### src/rtl/sync_fifo_wr_arbiter.sv
// sync_fifo_wr_arbiter
//   Round-robin arbiter that shares the single write port of a sync FIFO
//   between NUM_REQ producers. A winning producer is locked for a burst of up
//   to MAX_BURST words. The lock holds while FULL throttles the write port,
//   and every accepted word is acknowledged back to its producer.
//
// Ports
//   CLK       system clock, all state on the rising edge
//   RST       asynchronous, active-high reset
//   REQ       per-producer request, held with its data until ACK
//   REQ_DATA  producer i word in bits [i*DATA_WIDTH +: DATA_WIDTH]
//   ACK       one-hot, producer whose word is written this cycle
//   GRANT     one-hot registered owner, 0 when idle
//   FULL      FIFO full flag
//   WR_EN     FIFO write enable
//   DATA_IN   FIFO write data (owner's word, 0 when idle)
//   BUSY      high while an owner is locked
//
// State  | meaning
// S_IDLE | no owner; arbitrate on any REQ, never write
// S_BUSY | owner locked; write its words while FIFO not full
module sync_fifo_wr_arbiter #(
  parameter int NUM_REQ    = 4,
  parameter int DATA_WIDTH = 8,
  parameter int MAX_BURST  = 4
) (
  input  logic                          CLK,
  input  logic                          RST,
  input  logic [NUM_REQ-1:0]            REQ,
  input  logic [NUM_REQ*DATA_WIDTH-1:0] REQ_DATA,
  output logic [NUM_REQ-1:0]            ACK,
  output logic [NUM_REQ-1:0]            GRANT,
  input  logic                          FULL,
  output logic                          WR_EN,
  output logic [DATA_WIDTH-1:0]         DATA_IN,
  output logic                          BUSY
);

  localparam int PTR_W = (NUM_REQ > 1) ? $clog2(NUM_REQ) : 1;
  localparam int CNT_W = $clog2(MAX_BURST + 1);

  typedef enum logic {
    S_IDLE = 1'b0,
    S_BUSY = 1'b1
  } state_t;

  state_t             state_q, state_d;
  logic [NUM_REQ-1:0] owner_q, owner_d;
  logic [PTR_W-1:0]   rr_ptr_q, rr_ptr_d;
  logic [CNT_W-1:0]   burst_cnt_q, burst_cnt_d;

  logic                  owner_req;
  logic                  wr_en;
  logic                  release_a;
  logic                  last_beat;
  logic [NUM_REQ-1:0]    arb_req;
  logic                  found;
  logic [PTR_W-1:0]      win_idx;
  logic [PTR_W-1:0]      cand_idx;
  logic [NUM_REQ-1:0]    win_onehot;
  logic [DATA_WIDTH-1:0] data_mux;

  // Write path is driven purely from the registered owner, so an async reset
  // (owner cleared, state IDLE) drops WR_EN/ACK without waiting for a clock.
  always_comb begin
    data_mux = '0;
    for (int i = 0; i < NUM_REQ; i++) begin
      data_mux = data_mux | (REQ_DATA[i*DATA_WIDTH +: DATA_WIDTH] & {DATA_WIDTH{owner_q[i]}});
    end
  end

  assign owner_req = |(REQ & owner_q);
  assign wr_en     = (state_q == S_BUSY) & owner_req & ~FULL;
  assign release_a = (state_q == S_BUSY) & ~owner_req;
  assign last_beat = wr_en & (burst_cnt_q == CNT_W'(MAX_BURST - 1));

  assign WR_EN   = wr_en;
  assign ACK     = owner_q & {NUM_REQ{wr_en}};
  assign GRANT   = owner_q;
  assign DATA_IN = data_mux;
  assign BUSY    = (state_q == S_BUSY);

  // The owner bit is already clear in REQ when it dropped its request, so the
  // mask only matters for clarity; on a burst-limit release the owner stays
  // eligible, but rr_ptr points at it, which makes it lowest priority.
  assign arb_req = REQ & ~(release_a ? owner_q : '0);

  // Round-robin search starting one past the last owner.
  always_comb begin
    found    = 1'b0;
    win_idx  = '0;
    cand_idx = '0;
    for (int i = 1; i <= NUM_REQ; i++) begin
      cand_idx = PTR_W'((int'(rr_ptr_q) + i) % NUM_REQ);
      if (!found && arb_req[cand_idx]) begin
        found   = 1'b1;
        win_idx = cand_idx;
      end
    end
    win_onehot          = '0;
    win_onehot[win_idx] = found;
  end

  always_comb begin
    state_d     = state_q;
    owner_d     = owner_q;
    rr_ptr_d    = rr_ptr_q;
    burst_cnt_d = burst_cnt_q;
    case (state_q)
      S_IDLE: begin
        if (found) begin
          state_d     = S_BUSY;
          owner_d     = win_onehot;
          rr_ptr_d    = win_idx;
          burst_cnt_d = '0;
        end
      end
      S_BUSY: begin
        if (release_a || last_beat) begin
          burst_cnt_d = '0;
          if (found) begin
            owner_d  = win_onehot;
            rr_ptr_d = win_idx;
          end else begin
            state_d = S_IDLE;
            owner_d = '0;
          end
        end else if (wr_en) begin
          burst_cnt_d = burst_cnt_q + CNT_W'(1);
        end
      end
      default: begin
        state_d     = S_IDLE;
        owner_d     = '0;
        burst_cnt_d = '0;
      end
    endcase
  end

  // rr_ptr holds the last owner; resetting it to the top index makes
  // producer 0 the first winner.
  always_ff @(posedge CLK or posedge RST) begin
    if (RST) begin
      state_q     <= S_IDLE;
      owner_q     <= '0;
      rr_ptr_q    <= PTR_W'(NUM_REQ - 1);
      burst_cnt_q <= '0;
    end else begin
      state_q     <= state_d;
      owner_q     <= owner_d;
      rr_ptr_q    <= rr_ptr_d;
      burst_cnt_q <= burst_cnt_d;
    end
  end

endmodule
### config.mk
export PLATFORM = sky130hd
export DESIGN_NAME = sync_fifo_wr_arbiter
export DESIGN_NICKNAME = d
export VERILOG_FILES = /design/src/rtl/sync_fifo_wr_arbiter.sv
export SDC_FILE = /design/constraint.sdc
export NUM_CORES = 1
export LEC_CHECK = 0
export CAP_MARGIN = 30
export CORE_AREA = 2 2 53 55
export CTS_BUF_LIST = sky130_fd_sc_hd__clkbuf_8
export CTS_CLUSTER_DIAMETER = 60
export DETAILED_ROUTE_END_ITERATION = 6
export DIE_AREA = 0 0 55 57
export GPL_ROUTABILITY_DRIVEN = 0
export PLACE_DENSITY_LB_ADDON = 0.3
export SYNTH_ARGS = -nofsm -noshare
export SYNTH_HDL_FRONTEND = slang
export SYNTH_SLANG_ARGS = --single-unit
### constraint.sdc
create_clock -name CLK -period 1.6 [get_ports CLK]
set_input_delay 0.48 -clock CLK [delete_from_list [all_inputs] [get_ports CLK]]
set_output_delay 0.48 -clock CLK [all_outputs]
set_load 0.01 [all_outputs]
==> results of run 1 <==
-- cell usage after synthesis (2+ instances only) --
master / n / area (um2)
a22oi_1: 16 / 120
dfrtp_1: 8 / 200
nand2_1: 8 / 30.0
inv_1: 6 / 22.5
a22o_1: 4 / 35.0
nor2b_1: 3 / 18.8
nor3_1: 3 / 15.0
a21oi_1: 2 / 10.0
a32o_1: 2 / 20.0
and2_1: 2 / 12.5
buf_2: 2 / 10.0
clkbuf_1: 2 / 7.51
dfstp_2: 2 / 52.6
ha_1: 2 / 25.0
mux2_4: 2 / 30.0
nand2b_1: 2 / 12.5
o32ai_1: 2 / 17.5
-- metrics by stage --
stage	instances	setup TNS [ns]	instance area, um2	worst slack, ns	util, %
3_3_place_gp	183	-14.22	1500	-0.942	57.2
2_1_floorplan	84	-0.546	811	-0.148	-
6_report	194	-1.58	1600	-0.254	61.1
4_1_cts	192	-2.29	1530	-0.311	58.5
5_1_grt	194	-2.46	1600	-0.317	61.1
3_5_place_dp	183	-14.79	1500	-0.994	57.2
-- worst register-to-register path, cell delays in order (launching register included) --
cell	delay [ns]
dfrtp_1	0.38
ha_2	0.20
ha_4	0.15
nor2b_1	0.12
buf_4	0.14
o21a_4	0.23
mux2_4	0.30
-- what timing repair did --
item,4_1_cts,5_1_grt
pin swaps,31,11
resized for setup,118,13
buffers inserted,6,3
endpoints found under the setup margin,28,23
-- power groups by stage --
stage	Clock (mW)	Sequential, mW	Combinational, mW
after floorplan	0	0.443	0.788
after global routing	0.355	0.444	1.69
final	0.322	0.431	1.55
after detailed placement	0	0.429	1.50
after CTS	0.334	0.429	1.47
after global placement	0	0.427	1.47
-- placed cells by master (no fill, tap or decap), types with 2 or more instances in the layout --
cell | synthesis | routed
nor2b_1 | 3 | 3
a22oi_2 | 0 | 9
buf_4 | 0 | 18
nand2_1 | 8 | 8
dlygate4sd2_1 | 0 | 36
buf_2 | 2 | 13
a22oi_1 | 16 | 7
nor3_2 | 0 | 2
a32o_1 | 2 | 2
dfstp_2 | 2 | 2
a21oi_1 | 2 | 2
inv_1 | 6 | 6
mux2_4 | 2 | 2
o32ai_1 | 2 | 2
a22o_1 | 4 | 4
and2_4 | 0 | 2
nand2b_1 | 2 | 2
buf_6 | 1 | 10
clkbuf_8 | 0 | 4
dfrtp_1 | 8 | 8
-- routing by layer --
layer	GRT usage (%)	share of wire, %	up-vias
met2	31.6	47	47
met4	8.36	1.7	0
met1	17.6	37	468
met5	0	0	-
met3	4.45	14	5
li1	-	-	481
-- worst max-delay path by stage --
stage,from,endpoint,slack (ns),cells after the start
5_1_grt,GRANT[3],ACK[2],-0.32,5
2_1_floorplan,GRANT[2],ACK[1],-0.15,5
3_3_place_gp,REQ[2],ACK[1],-0.94,6
3_5_place_dp,REQ[2],ACK[3],-0.99,6
6_report,REQ[0],ACK[3],-0.25,6
4_1_cts,GRANT[1],ACK[1],-0.31,5
-- flip-flops by register name, summed over array words and instances, names as in the netlist --
register / flops
rr_ptr_q: 2
burst_cnt_q: 3
BUSY: 1
GRANT: 4
-- cells by family (layout without fill, tap and decap cells) --
group,Yosys count,after routing,share of synthesized area (%)
DFF,10,10,32.2
buffers and inverters,11,90,6.53
and+or+nand+nor,22,22,14.5
AOI/OAI and AO/OA,35,35,37.1
muxes,4,4,6.53
adders and majority gates,2,2,3.18
-- area by class of cell --
cell class / instances / area, um2
fillers: 241 / 1020
repair buffers: 80 / 661
multi-input cells: 63 / 569
flip-flops and latches: 10 / 253
clock buffers: 4 / 55.1
well taps: 31 / 38.8
inverters: 6 / 22.5
==> flow_summary.yaml, run 1 <==
pwr:
  seq_power_share_pct: 18.7
  p_sw_uw: 881
  power-per-cell-area_nw_per_um2: 1440
  p_clk_share_pct: 14.0
  p_leak_nw: 0.792
  swShare_pct: 38.2
  totalPowerFinal_mw: 2.30
  intPower_mw: 1.42
  combPwrFrac_pct: 67.3
  peakVddDrop_mv: 0.954
die:
  initial_utilization_pct: 30.0
  row_count: 19
  num_io_pins: 57
  die-area_um2: 3140
  die_w_um: 55
  die_y_um: 57
  core_um2: 2620
timing:
  fin_skew_ns: 0.00140
  period_minus_slack_ns: 1.85
  setup_viol: 13
  slew_violations: 0
  rsz0062_at_grt: "yes"
  hold_violations: 0
  setup_slack_ns: -0.254
  tightestPinTransition_ns: 0.384
  period_share_pct: 116
  whs_ns: 0.514
  max_clock_freq_mhz: 539
  slew_headroom_pct: 74.3
synthesis:
  seq_area_frac_synth_pct: 32.2
  synth_area_um2: 786
  synthesis.nets: 125
  ys.flop_type: "dfrtp_1"
  synth_edf_count: 0
  ys_warn_count: 0
  synth_seq_cells: 10
  yosysUniqueCellTypes: 33
  ys_async_sr_fraction_pct: 100
  synth_cells: 84
  synth_area_per_cell_um2: 9.35
worst_setup_path:
  start_kind: "primary input"
  regToRegStartpoint: "burst_cnt_q[1]"
  arrival_ns: 1.37
  cp.required_ns: 1.12
  end_kind: "primary output"
  crit_family: "compound AO/OA/AOI/OAI gates"
  crit_type: "in -> out"
  crit_fanout: 3
  rr_worst_depth: 6
  slowest_stage: "a22o_1"
  worstReg2RegEnd: "rr_ptr_q[1]"
  worstPathCellList: "clkdlybuf4s15_1, a22o_1, o21ai_4, nor2_4, and2_4, buf_6"
  cp_num_buf_inv: 2
  reg2reg_slack_ns: 0.01
  crit_path_max_incr_delay_ns: 0.21
grt:
  antenna_found_initial: 0
  grt_usage_pct: 17.4
  grt_max_degree: 12
  overflow: 0
  grt_pass1_vias: 961
  grt_pass1_wl_mm: 3.98
outcome:
  violations: "setup timing"
  status: "finished, violations left"
route:
  wire_per_inst_um: 14.3
  num_vias: 1001
  first_pass_iters: 3
  drt_iter0_markers: 14
  ant_nets: 0
  finalWirelength_mm: 2.77
  drc: 0
  viasPerCell: 5.16
cts:
  cts_tree: "built"
  numClockSinks: 10
  ctsLongestPathBuffers: 2
  cts-root-buf: "clkbuf_8"
  htree_levels: 1
  clkSlewWorstSetupHoldPaths_ns: 0.05
  cts_buffers: 3
  cts_hold_buf: 0
  clock_latency_ns: 0.24
min_path:
  hp-class: "in -> async"
cells_and_area:
  antenna_cells: 0
  drive_gt1_share_pct: 42.9
  final_nets: 205
  area_delta_synth_final_pct: 104
place:
  numPortBuffers: 56
  dp.final_hpwl_mm: 2.09
flow_run:
  drv_cap: 0
Power figures use the tool's default switching activity.
==> inputs of run 2 (changes only) <==
==> constraint.sdc (replaced) <==
create_clock -name CLK -period 1.6 [get_ports CLK]
set_input_delay 0.48 -clock CLK [delete_from_list [all_inputs] [get_ports CLK]]
set_output_delay 0.48 -clock CLK [all_outputs]
set_load 0.05 [all_outputs]
==> run 2 against run 1 <==
Compared with the run above: the run still ends with setup timing left; maximum frequency down 2.1%; count of clock-buffer cells in the layout down 1; combinational power up 77%; power up 50%; critical endpoint unchanged; first-iteration DRC count down 43%; largest cell class unchanged; cell area up 15%.
==> flow_summary.yaml, run 2 (same netlist as run 1, synthesis figures left out) <==
timing:
  fin_skew_ns: 0.00200
  tightestPinTransition_ns: 0.375
  whs_ns: 0.516
  slew_violations: 0
  rsz0062_at_grt: "yes"
  slew_headroom_pct: 75.0
  max_clock_freq_mhz: 528
  period_share_pct: 118
  hold_violations: 0
  setup_viol: 13
  setup_slack_ns: -0.294
  period_minus_slack_ns: 1.89
cells_and_area:
  area_delta_synth_final_pct: 133
  stdcell_count: 187
  utilization_pct: 70.0
  drive_gt1_share_pct: 52.6
  largest_reg_flops: 4
  antenna_cells: 0
  n_fill_cell: 195
  final_cell_mix: "clkdlybuf4s50_1, buf_4, buf_12"
  final_nets: 198
  layout_commonest_cell: "clkdlybuf4s50_1"
min_path:
  hp-class: "in -> async"
worst_setup_path:
  regToRegStartpoint: "GRANT[3]"
  reg2reg_slack_ns: 0.03
  start_kind: "register"
  slowest_stage: "dfrtp_2"
  worstReg2RegEnd: "rr_ptr_q[0]"
  rr_worst_depth: 5
  crit_fanout: 3
  cp.required_ns: 1.12
  crit_path_max_incr_delay_ns: 0.39
  arrival_ns: 1.41
  end_kind: "primary output"
  worstPathCellList: "a22o_1, o21ai_4, nor2_4, and2_4, buf_8"
  crit_type: "reg -> out"
route:
  num_vias: 996
  drc: 0
  viasPerCell: 5.33
  first_pass_iters: 4
  drt_iter0_markers: 8
  wire_per_inst_um: 16.3
  finalWirelength_mm: 3.05
  ant_nets: 0
place:
  dp.cells: 180
  place_ws_ns: -0.715
  numPortBuffers: 56
  dp.final_hpwl_mm: 2.31
cts:
  numClockSinks: 10
  cts_tree: "built"
  cts-root-buf: "clkbuf_8"
  clock_latency_ns: 0.24
  htree_levels: 1
  clkSlewWorstSetupHoldPaths_ns: 0.05
  cts_buffers: 3
  ctsLongestPathBuffers: 2
  cts_hold_buf: 0
pwr:
  p_leak_nw: 0.871
  power-per-cell-area_nw_per_um2: 1880
  peakVddDrop_mv: 1.55
flow_run:
  drv_cap: 0
die:
  row_count: 19
  die_y_um: 57
  num_io_pins: 57
  core_um2: 2620
  initial_utilization_pct: 30.0
  die_w_um: 55
  die-area_um2: 3140
grt:
  grt_max_degree: 12
  overflow: 0
  grt_pass1_vias: 1047
  grt_usage_pct: 19.4
  grt_pass1_wl_mm: 4.46
  antenna_found_initial: 0
outcome:
  violations: "setup timing"
  status: "finished, violations left"
[run 2: cell count changes in the layout (fill, tap and decap cells not counted), moves of 4 or more]
cell             previous run  this run
buf_12                      0        13
buf_2                      13         4
buf_4                      18        13
buf_6                      10         6
clkdlybuf4s50_1             1        21
dfrtp_1                     8         4
dfrtp_2                     0         4
dlygate4sd2_1              36         1
dlymetal6s2s_1              1        12
nand2_1                     8         0
nand2_2                     0         8
[run 2: worst max-delay path, delay by kind of cell, from the launching register on]
kind | cells | cell delay (ns)
AO/OA/AOI/OAI | 2 | 0.45
buffers and inverters | 1 | 0.14
flip-flops | 1 | 0.39
AND/OR/NAND/NOR | 2 | 0.19
[run 2: repair_timing]
action                     in CTS  in global routing
hold endpoints to repair        0                  0
resized for setup              29                 27
pin swaps                       8                 15
setup buffers                   2                  2
setup endpoints to repair      23                 19
[run 2: worst max path at each step]
stage,start,slack (ns),to,cells past startpoint
4_1_cts,GRANT[1],-0.32,ACK[1],5
2_1_floorplan,GRANT[2],-0.52,ACK[1],5
3_3_place_gp,REQ[3],-0.70,ACK[0],6
3_5_place_dp,REQ[3],-0.71,ACK[0],6
6_report,GRANT[3],-0.29,ACK[3],5
5_1_grt,GRANT[3],-0.34,ACK[3],5
[run 2: layout make-up]
cell class                 instances  area [um2]  area share, %
clock buffer                       3        41.3           2.25
clock inverter                     1        3.75          0.205
inverter                           6        22.5           1.23
multi-input combinational         63         608           33.2
sequential                        10         258           14.1
tap                               31        38.8           2.12
timing repair buffer              73         860           46.9
[run 2: report_power, final]
group	switching (mW)	leakage [nW]	total (mW)	internal, mW
logic	1.42	0.726	2.74	1.32
clock network	0.0995	0.0269	0.267	0.168
registers	0.0701	0.118	0.437	0.367
[run 2: routing by layer]
layer / vias up / routed length (um) / track usage (%)
li1: 470 / - / -
met5: - / 0 / 0
met2: 48 / 1560 / 35.9
met4: 0 / 48 / 8.36
met1: 472 / 1080 / 19.9
met3: 6 / 361 / 4.19
[run 2: through the flow]
stage,area (um2),setup TNS (ns),total power [mW]
2_1_floorplan,865,-2.77,1.90
3_3_place_gp,1640,-10.04,2.99
3_5_place_dp,1640,-10.72,3.03
4_1_cts,1730,-3.37,3.37
5_1_grt,1830,-3.60,3.63
6_report,1830,-3.02,3.45
